### src/rtl/mmio_periph.sv
// mmio_periph
// Memory-mapped I/O responder on the CPU data-memory port. It decodes the
// 16-byte window at 0x4000_0000 and holds four registers there:
//   0x0 LED  (RW)  [7:0] drives oLED
//   0x4 SW   (RO)  [7:0] debounced switches, [8] change flag (cleared by read)
//   0x8 DIGI (RW)  [15:0] four hex nibbles, nibble n shown on digit n
//   0xC CTRL (RW)  [0] display enable, [1] decimal point on digit 0
// Ports:
//   iClk, iRst_n       clock, synchronous active-low reset
//   iAddr/iWData       byte address and store data
//   iWE/iRE            single-cycle write/read strobes
//   oRData/oReady      read data and one-cycle completion pulse (next cycle)
//   iSwitch            raw asynchronous switches
//   oLED               LED drive, active-high
//   oDigi              [11:8] anodes active-low, [7:0] segments {dp,g..a} active-low
module mmio_periph #(
    parameter int unsigned SCAN_DIV   = 1024,
    parameter int unsigned DEB_CYCLES = 4096
) (
    input  logic        iClk,
    input  logic        iRst_n,
    input  logic [31:0] iAddr,
    input  logic [31:0] iWData,
    input  logic        iWE,
    input  logic        iRE,
    output logic [31:0] oRData,
    output logic        oReady,
    input  logic [7:0]  iSwitch,
    output logic [7:0]  oLED,
    output logic [11:0] oDigi
);

    localparam int unsigned SCAN_W = $clog2(SCAN_DIV);
    localparam int unsigned DEB_W  = $clog2(DEB_CYCLES);
    localparam logic [SCAN_W-1:0] SCAN_LAST = SCAN_W'(SCAN_DIV - 1);
    localparam logic [DEB_W-1:0]  DEB_SAT   = DEB_W'(DEB_CYCLES - 1);
    localparam logic [DEB_W-1:0]  DEB_LOAD  = DEB_W'(DEB_CYCLES - 2);

    typedef enum logic [1:0] {
        REG_LED  = 2'd0,
        REG_SW   = 2'd1,
        REG_DIGI = 2'd2,
        REG_CTRL = 2'd3
    } regSel_t;

    // Architectural state
    logic [7:0]        ledQ;
    logic [15:0]       digiQ;
    logic [1:0]        ctrlQ;
    logic [7:0]        swSync1;
    logic [7:0]        swSync2;
    logic [7:0]        swPrev;
    logic [DEB_W-1:0]  debCnt;
    logic [7:0]        swDeb;
    logic              swFlag;
    logic [SCAN_W-1:0] scanCnt;
    logic [1:0]        digitQ;
    logic [11:0]       digiOutQ;
    logic [31:0]       rDataQ;
    logic              readyQ;

    // Bus decode
    logic    inWin;
    regSel_t regSel;
    logic    wrEn;
    logic    rdEn;
    logic    swRdClr;

    assign inWin  = (iAddr[31:4] == 28'h400_0000);
    assign regSel = regSel_t'(iAddr[3:2]);
    assign wrEn   = iWE & inWin;
    // A simultaneous write suppresses the read.
    assign rdEn   = iRE & ~iWE & inWin;
    assign swRdClr = rdEn & (regSel == REG_SW);

    // Register next-state
    logic [7:0]  ledNext;
    logic [15:0] digiNext;
    logic [1:0]  ctrlNext;

    always_comb begin
        ledNext  = ledQ;
        digiNext = digiQ;
        ctrlNext = ctrlQ;
        if (wrEn) begin
            unique case (regSel)
                REG_LED:  ledNext  = iWData[7:0];
                REG_DIGI: digiNext = iWData[15:0];
                REG_CTRL: ctrlNext = iWData[1:0];
                default:  ;
            endcase
        end
    end

    // Read mux: SW returns the pre-clear flag value.
    logic [31:0] rdData;

    always_comb begin
        rdData = '0;
        if (rdEn) begin
            unique case (regSel)
                REG_LED:  rdData = {24'd0, ledQ};
                REG_SW:   rdData = {23'd0, swFlag, swDeb};
                REG_DIGI: rdData = {16'd0, digiQ};
                REG_CTRL: rdData = {30'd0, ctrlQ};
                default:  rdData = '0;
            endcase
        end
    end

    // Debounce: debCnt counts consecutive matching compares of the
    // synchronized sample. The compare that first sees a new value in
    // swSync2 is already that value's first stable cycle, so loading when
    // the count reaches DEB_CYCLES-2 gives DEB_CYCLES stable cycles.
    logic             swMatch;
    logic             debLoad;
    logic [DEB_W-1:0] debCntNext;
    logic [7:0]       swDebNext;
    logic             swFlagNext;

    always_comb begin
        swMatch    = (swSync2 == swPrev);
        debLoad    = swMatch && (debCnt == DEB_LOAD);
        debCntNext = debCnt;
        swDebNext  = swDeb;
        swFlagNext = swFlag;
        if (!swMatch) begin
            debCntNext = '0;
        end else if (debCnt != DEB_SAT) begin
            debCntNext = debCnt + 1'b1;
        end
        if (swRdClr) begin
            swFlagNext = 1'b0;
        end
        // A set on the same cycle as a clearing read wins.
        if (debLoad && (swPrev != swDeb)) begin
            swDebNext  = swPrev;
            swFlagNext = 1'b1;
        end
    end

    // Display scan. oDigi is built from next-state values so a register
    // write and a digit advance both show on the very next edge.
    logic [SCAN_W-1:0] scanNext;
    logic [1:0]        digitNext;
    logic [3:0]        nibble;
    logic [3:0]        anode;
    logic [7:0]        seg;
    logic [11:0]       digiOutNext;

    always_comb begin
        scanNext  = scanCnt + 1'b1;
        digitNext = digitQ;
        if (scanCnt == SCAN_LAST) begin
            scanNext  = '0;
            digitNext = digitQ + 1'b1;
        end

        unique case (digitNext)
            2'd0:    begin nibble = digiNext[3:0];   anode = 4'b1110; end
            2'd1:    begin nibble = digiNext[7:4];   anode = 4'b1101; end
            2'd2:    begin nibble = digiNext[11:8];  anode = 4'b1011; end
            default: begin nibble = digiNext[15:12]; anode = 4'b0111; end
        endcase

        unique case (nibble)
            4'h0:    seg = 8'hC0;
            4'h1:    seg = 8'hF9;
            4'h2:    seg = 8'hA4;
            4'h3:    seg = 8'hB0;
            4'h4:    seg = 8'h99;
            4'h5:    seg = 8'h92;
            4'h6:    seg = 8'h82;
            4'h7:    seg = 8'hF8;
            4'h8:    seg = 8'h80;
            4'h9:    seg = 8'h90;
            4'hA:    seg = 8'h88;
            4'hB:    seg = 8'h83;
            4'hC:    seg = 8'hC6;
            4'hD:    seg = 8'hA1;
            4'hE:    seg = 8'h86;
            default: seg = 8'h8E;
        endcase

        if (ctrlNext[1] && (digitNext == 2'd0)) begin
            seg[7] = 1'b0;
        end

        digiOutNext = ctrlNext[0] ? {anode, seg} : '1;
    end

    always_ff @(posedge iClk) begin
        if (!iRst_n) begin
            ledQ     <= '0;
            digiQ    <= '0;
            ctrlQ    <= '0;
            swSync1  <= '0;
            swSync2  <= '0;
            swPrev   <= '0;
            debCnt   <= '0;
            swDeb    <= '0;
            swFlag   <= 1'b0;
            scanCnt  <= '0;
            digitQ   <= '0;
            digiOutQ <= '1;
            rDataQ   <= '0;
            readyQ   <= 1'b0;
        end else begin
            ledQ     <= ledNext;
            digiQ    <= digiNext;
            ctrlQ    <= ctrlNext;
            swSync1  <= iSwitch;
            swSync2  <= swSync1;
            swPrev   <= swSync2;
            debCnt   <= debCntNext;
            swDeb    <= swDebNext;
            swFlag   <= swFlagNext;
            scanCnt  <= scanNext;
            digitQ   <= digitNext;
            digiOutQ <= digiOutNext;
            rDataQ   <= rdData;
            readyQ   <= iWE | iRE;
        end
    end

    assign oLED   = ledQ;
    assign oDigi  = digiOutQ;
    assign oRData = rDataQ;
    assign oReady = readyQ;

endmodule

### config.mk
export PLATFORM = sky130hd
export DESIGN_NAME = mmio_periph
export DESIGN_NICKNAME = d
export VERILOG_FILES = /design/src/rtl/mmio_periph.sv
export SDC_FILE = /design/constraint.sdc
export NUM_CORES = 1
export LEC_CHECK = 0
export BUFFER_PORTS_ARGS = -buffer_cell sky130_fd_sc_hd__buf_4
export CORE_ASPECT_RATIO = 0.75
export CORE_UTILIZATION = 30
export DETAILED_ROUTE_END_ITERATION = 6
export GPL_ROUTABILITY_DRIVEN = 1
export GPL_TIMING_DRIVEN = 1
export PLACE_DENSITY = 0.52
export SETUP_SLACK_MARGIN = 0.02
export SKIP_CTS_REPAIR_TIMING = 1
export SLEW_MARGIN = 20
export SYNTH_ARGS = -nofsm -noshare
export SYNTH_HDL_FRONTEND = slang
export SYNTH_SLANG_ARGS = --single-unit
### constraint.sdc
create_clock -name iClk -period 3.7 [get_ports iClk]
set_clock_uncertainty 0.05 [all_clocks]
set_input_delay 0 -clock iClk [delete_from_list [all_inputs] [get_ports iClk]]
set_output_delay 0 -clock iClk [all_outputs]
set_load 0.005 [all_outputs]
## Word-level counts from Yosys, hierarchy flattened

Memories as Yosys holds them, arrays and structs flattened. A register that Yosys moved wholly into a read port is not among the register bits.
Index checks and enable logic that the tools add are counted.

| storage, ports and cells | value |
|---|---|
| bits in registers | 128 |
| memory bits (read-only) | 112 |
| logic and storage cells | 59 |
| output and inout bits | 53 |
| memories | 1 |
| input port bits | 76 |

Memories:

| memory | words | bits a word | rd ports | clocked after memory_dff | wr ports | line | RTL |
|---|---|---|---|---|---|---|---|
| (no name shown) | 16 | 7 | 1 | 1 | 0 | 166 | `unique case (nibble)` |

| cells by class | value |
|---|---|
| reduce and logical (&&, ||, !) cells | 12 |
| mux-type cells | 11 |
| bitwise operators | 7 |
| add/sub/neg operators | 3 |
| equality and inequality tests | 11 |

Operator list:

| kind | count |
|---|---|
| case mux 32 bit (4 select lines) | 1 |
| two-way mux 16 bit | 2 |
| == test 28 x 27 -> 1 bit, second input constant | 1 |
| case mux 4 bit (3 select lines) | 2 |
| adder 12 x 1 -> 12 bit, second input constant | 1 |
| == test 12 bit, second input constant | 1 |
| != test 12 bit, second input constant | 1 |
| adder 10 x 1 -> 10 bit, second input constant | 1 |
| == test 10 bit, second input constant | 1 |
| == test 8 bit | 1 |
| != test 8 bit | 1 |
| AND reduction 2 bit | 4 |
| == test 2 bit, second input constant | 3 |
| two-way mux 2 bit | 3 |
| AND 1 bit | 4 |
| == test 2 x 1 -> 1 bit, second input constant | 2 |
| logical NOT 2 bit | 2 |
| logical AND 1 bit | 3 |
| two-way mux 1 bit | 3 |
| adder 2 x 1 -> 2 bit, second input constant | 1 |
| NOT 1 bit | 2 |
| nonzero test 2 bit | 1 |
| OR reduction 2 bit | 1 |
| logical NOT 1 bit | 1 |
| bitwise OR 1 bit | 1 |

## Longest topological paths before layout

| logic depth | value |
|---|---|
| depth after elaboration | 6 |
| gate-level depth with buffers | 14 |
| depth with buffers taken out | 13 |

## Least setup slack after synthesis

No wires, ideal clock.

| path | value |
|---|---|
| path kind | reg-to-reg |
| from | reg scanCnt[0] |
| to | reg digiOutQ[3] (netlist: oDigi[3]) |
| setup slack | 0.916 ns |
| setup time | 0.061 ns |
| clock period less this slack | 2.784 ns |
| required time | 3.589 ns |
| buffers on the path | 1 |
| arrival | 2.673 ns |
| stages on the path, launching flop included | 14 |
| cell sequence | dfxtp_1 > ha_1 > nand2_1 > nor3b_1 > buf_2 > mux4_1 > a22oi_1 > nand2_1 > inv_1 > ha_1 > inv_1 > mux2i_1 > mux2_1 > nand2_1 |

| on the way | value |
|---|---|
| cells in the longest elaborated chain, start to end | 4 |
| elaborated cells on any way between the ends | 6 |
| those cells by class | eq/ne (3); mux (2); reduce/logical (1) |

Ends and longest elaborated chain:

| element | line | RTL |
|---|---|---|
| start: declaration | 56 | `logic [SCAN_W-1:0] scanCnt;` |
| start signal: assignment | 218 | `scanCnt <= scanNext;` |
| == test 10 bit (*) | 154 | `if (scanCnt == SCAN_LAST) begin` |
| two-way mux 2 bit (*) | 154 |  |
| == test 2 bit, or another cell as far along | 159 | `unique case (digitNext)` |
| case mux 4 bit (3 select lines) (*) | 159 |  |
| end: declaration | 58 | `logic [11:0] digiOutQ;` |

Mark *: on every way between the ends. The rest lies on a longest branch, timed or not.
A chain may end at the register's enable or synchronous reset.

## Final worst setup path

Ends and elaborated chain as after synthesis.

==> results.md <==
- Status: complete, no violations
- Pin count of the biggest net entering global routing: 71
- Area leader, netlist: dfxtp_1
- Synth unique cells: 62
- R2R setup slack: 0.55 ns
- Mean post-synth cell area: 10.2 um2
- Remaining Overflow, GRT: 0
- Initial DRC count: 211
- Final Non-Filler Cells: 823
- PwrDens: 358 nW/um2
- Tcrit/Tclk final: 85.3%
- DR pass1 iterations: 6
- First-pass GRT wire length: 19.4 mm
- Fmax: 317 MHz
- Met1 WL: 6.07 mm
- Residual DRC: 0
- Sink Count: 112
- Fin crit period: 3.15 ns
- Die Area: 17500 um2
- Reg-to-Reg Start: scanCnt[0]
- Gpl congestion: 0.768
- Initial antenna violation count: 0
- WHS Endpoint: digiQ[14]
- Routed Antenna Nets: 0
- Unrepaired setup endpoints after global routing: false
- Fin util: 39.6%
- Wire length on met3: 476 um
- Fin. Hold Viols: 0
- Yosys reg bits: 112
- Top cell type's share of synthesized area: 44.0%
- Port Buffer Count: 94
- Die Y-Extent: 115 um
- Crit-path max FO: 11
- Slew HR: 40.6%
- Post-Synthesis Cells: 497
- WP data arrival: 3.40 ns
- CTS Root Cell: clkbuf_16
- Required time of the critical path: 3.95 ns
- Highest routed metal layer: met4
- Async SR Flop Fraction: 0%
- Max-slew violation count: 0
- Top FF cell, synth: dfxtp_1
- Hold crit path type: input port to register
- Tot GR Track Use: 14.2%
- Die width: 152 um
- Synth area leaders: dfxtp_1, mux2i_1, and2_1, xnor2_1, nor2b_1
- Hold Slack: 0.0125 ns
- FP Rows: 40
- Nets: 694
- Final worst setup slack: 0.545 ns
- CTS tree: yes
- Synthesis-to-layout area growth: 26.8%
- Final WL: 12.0 mm
- Met2 routed wirelength: 5.29 mm
- Vias post-DR: 3843
- Sequential area share after synthesis: 44.0%
- H-tree depth: 3
- Initial core utilization: 31.2%
- Vias in the first global route: 3636
- Mapped Area: 5090 um2
- Max-cap violation count: 0
- Crit Path Class: register to register
- Pre-CTS WS: 0.525 ns
- Share of cells above drive strength 1: 22.0%
- Min-delay src: iWData[14]
- DP HPWL: 8.82 mm
- Final setup vio count: 0
- Leak: 2.53 nW
- CP Launch Type: register
- DP Cell Count: 783
- WHS Path Cells: 3
- Core Footprint: 16300 um2
- Clock transition at path regs: 0.07 ns
- Setup TNS: 0 ns
- Worst slew pin tran: 0.889 ns
- Register-to-Register Path Depth: 12
- Avg WL per Cell: 14.6 um
- EDFF count, synth: 0
- Top-Level Pins: 129
- VDD IR-drop max: 0.178 mV
- Synth warn: 0
- RR Endpoint: oDigi[3]
- Worst-skew pair later-pin latency: 0.35 ns
- CTS Buf Count: 9
- Clock Path Buffers: 2
- Critical path endpoint category: register
- # diodes: 0
- Via-to-Cell Ratio: 4.67
==> synth_stat cells (all sizes together) (3+ instances only) <==
cell type and count:
a21boi 7, a21oi 14, clkbuf 11, a22oi 3
xor2 9, nand3 25, dfxtp 112, o21ai 15
and4 5, nor2 36, nor4 6, nand2 11
ha 9, xnor2 23, buf 27, mux2 3
nor2b 32, and2 38, inv 7, mux4 9
mux2i 40, nor3b 3, nand4 8, nor3 3
and3 9
==> area by class of cell <==
cell class,instances,area [um2]
tap,210,263
sequential,112,2240
multi-input combinational,355,2650
clock buffer,11,253
timing repair buffer,124,993
fill,1659,9860
clock inverter,4,27.5
inverter,7,26.3
==> how the worst max path moves through the flow <==
stage               startpoint       end  slack [ns]  cells after the start
floorplan           scanCnt[0]  oDigi[3]        0.92                     13
global placement      iAddr[6]  oDigi[3]        0.58                     14
detailed placement    iAddr[6]  oDigi[3]        0.52                     14
CTS                 scanCnt[0]  oDigi[3]        0.55                     12
global route        scanCnt[0]  oDigi[3]        0.27                     12
finish              scanCnt[0]  oDigi[3]        0.55                     12
==> cell families (layout without fill, tap and decap cells) <==
group,Yosys count,after routing,synth area share [%]
other,1,16,0.0736
muxes,52,52,13.2
xor gates and xnor gates,32,32,5.50
AOI/OAI and AO/OA,57,57,7.54
and+or+nand+nor,189,189,22.5
DFF,112,112,44.0
buffers and inverters,45,146,5.01
adders and majority gates,9,9,2.21
==> registers in the layout, indices dropped and copies added, names as in the netlist, 10 cells and up <==
register and cells:
oDigi 12, debCnt 12, scanCnt 10, digiQ 16, oRData 16
==> worst max-delay path, stage by stage, from the launching register on <==
cell	delay, ns
dfxtp_1	0.37
ha_1	0.22
nand2_1	0.09
nor2_2	0.15
nand2_1	0.35
mux4_1	0.63
a22oi_1	0.17
nand2_1	0.17
inv_1	0.15
ha_1	0.28
mux2i_1	0.11
mux2_1	0.30
nand2_1	0.06
==> cells in the final DEF (no fill, tap or decap), types with 3 or more instances in the layout <==
cell type	synthesis	routed
a21boi_0	6	6
a22oi_1	3	3
o21ai_1	4	4
dlygate4sd3_1	0	25
ha_1	9	9
buf_4	18	99
and2_1	38	38
mux2i_1	39	39
nand2_1	11	11
mux4_1	5	5
xor2_1	9	9
nand4_1	7	7
a21oi_1	14	14
nor2b_1	32	32
nor3b_1	3	3
xnor2_1	23	23
nor2_1	34	34
mux4_2	4	4
o21ai_0	11	11
nand3_1	25	25
nor4_4	3	3
nor4_2	3	3
nor3_1	3	3
inv_1	7	7
clkbuf_16	0	9
and4_1	5	5
conb_1	1	16
dfxtp_1	112	112
and3_1	9	9
==> per-stage QoR <==
stage | power (W) | cell area [um2]
finish | 0.00231 | 6460
floorplan | 0.00132 | 5150
global placement | 0.00138 | 5930
global route | 0.00240 | 6460
CTS | 0.00233 | 6210
detailed placement | 0.00138 | 5930
==> power breakdown <==
part | internal [W] | leakage [nW] | total [W] | switching [W]
Clock | 0.000493 | 0.142 | 0.000933 | 0.000440
Sequential | 0.00122 | 0.908 | 0.00123 | 0.0000103
Combinational | 0.0000856 | 1.48 | 0.000146 | 0.0000605
==> per-layer routing <==
metal  GRT usage, %  up-vias
met2           22.4       86
met5              0        -
met3           3.47       11
met1           19.1     1821
met4           5.19        0
li1               -     1925
Note: power is estimated with default switching activity, not from simulation.
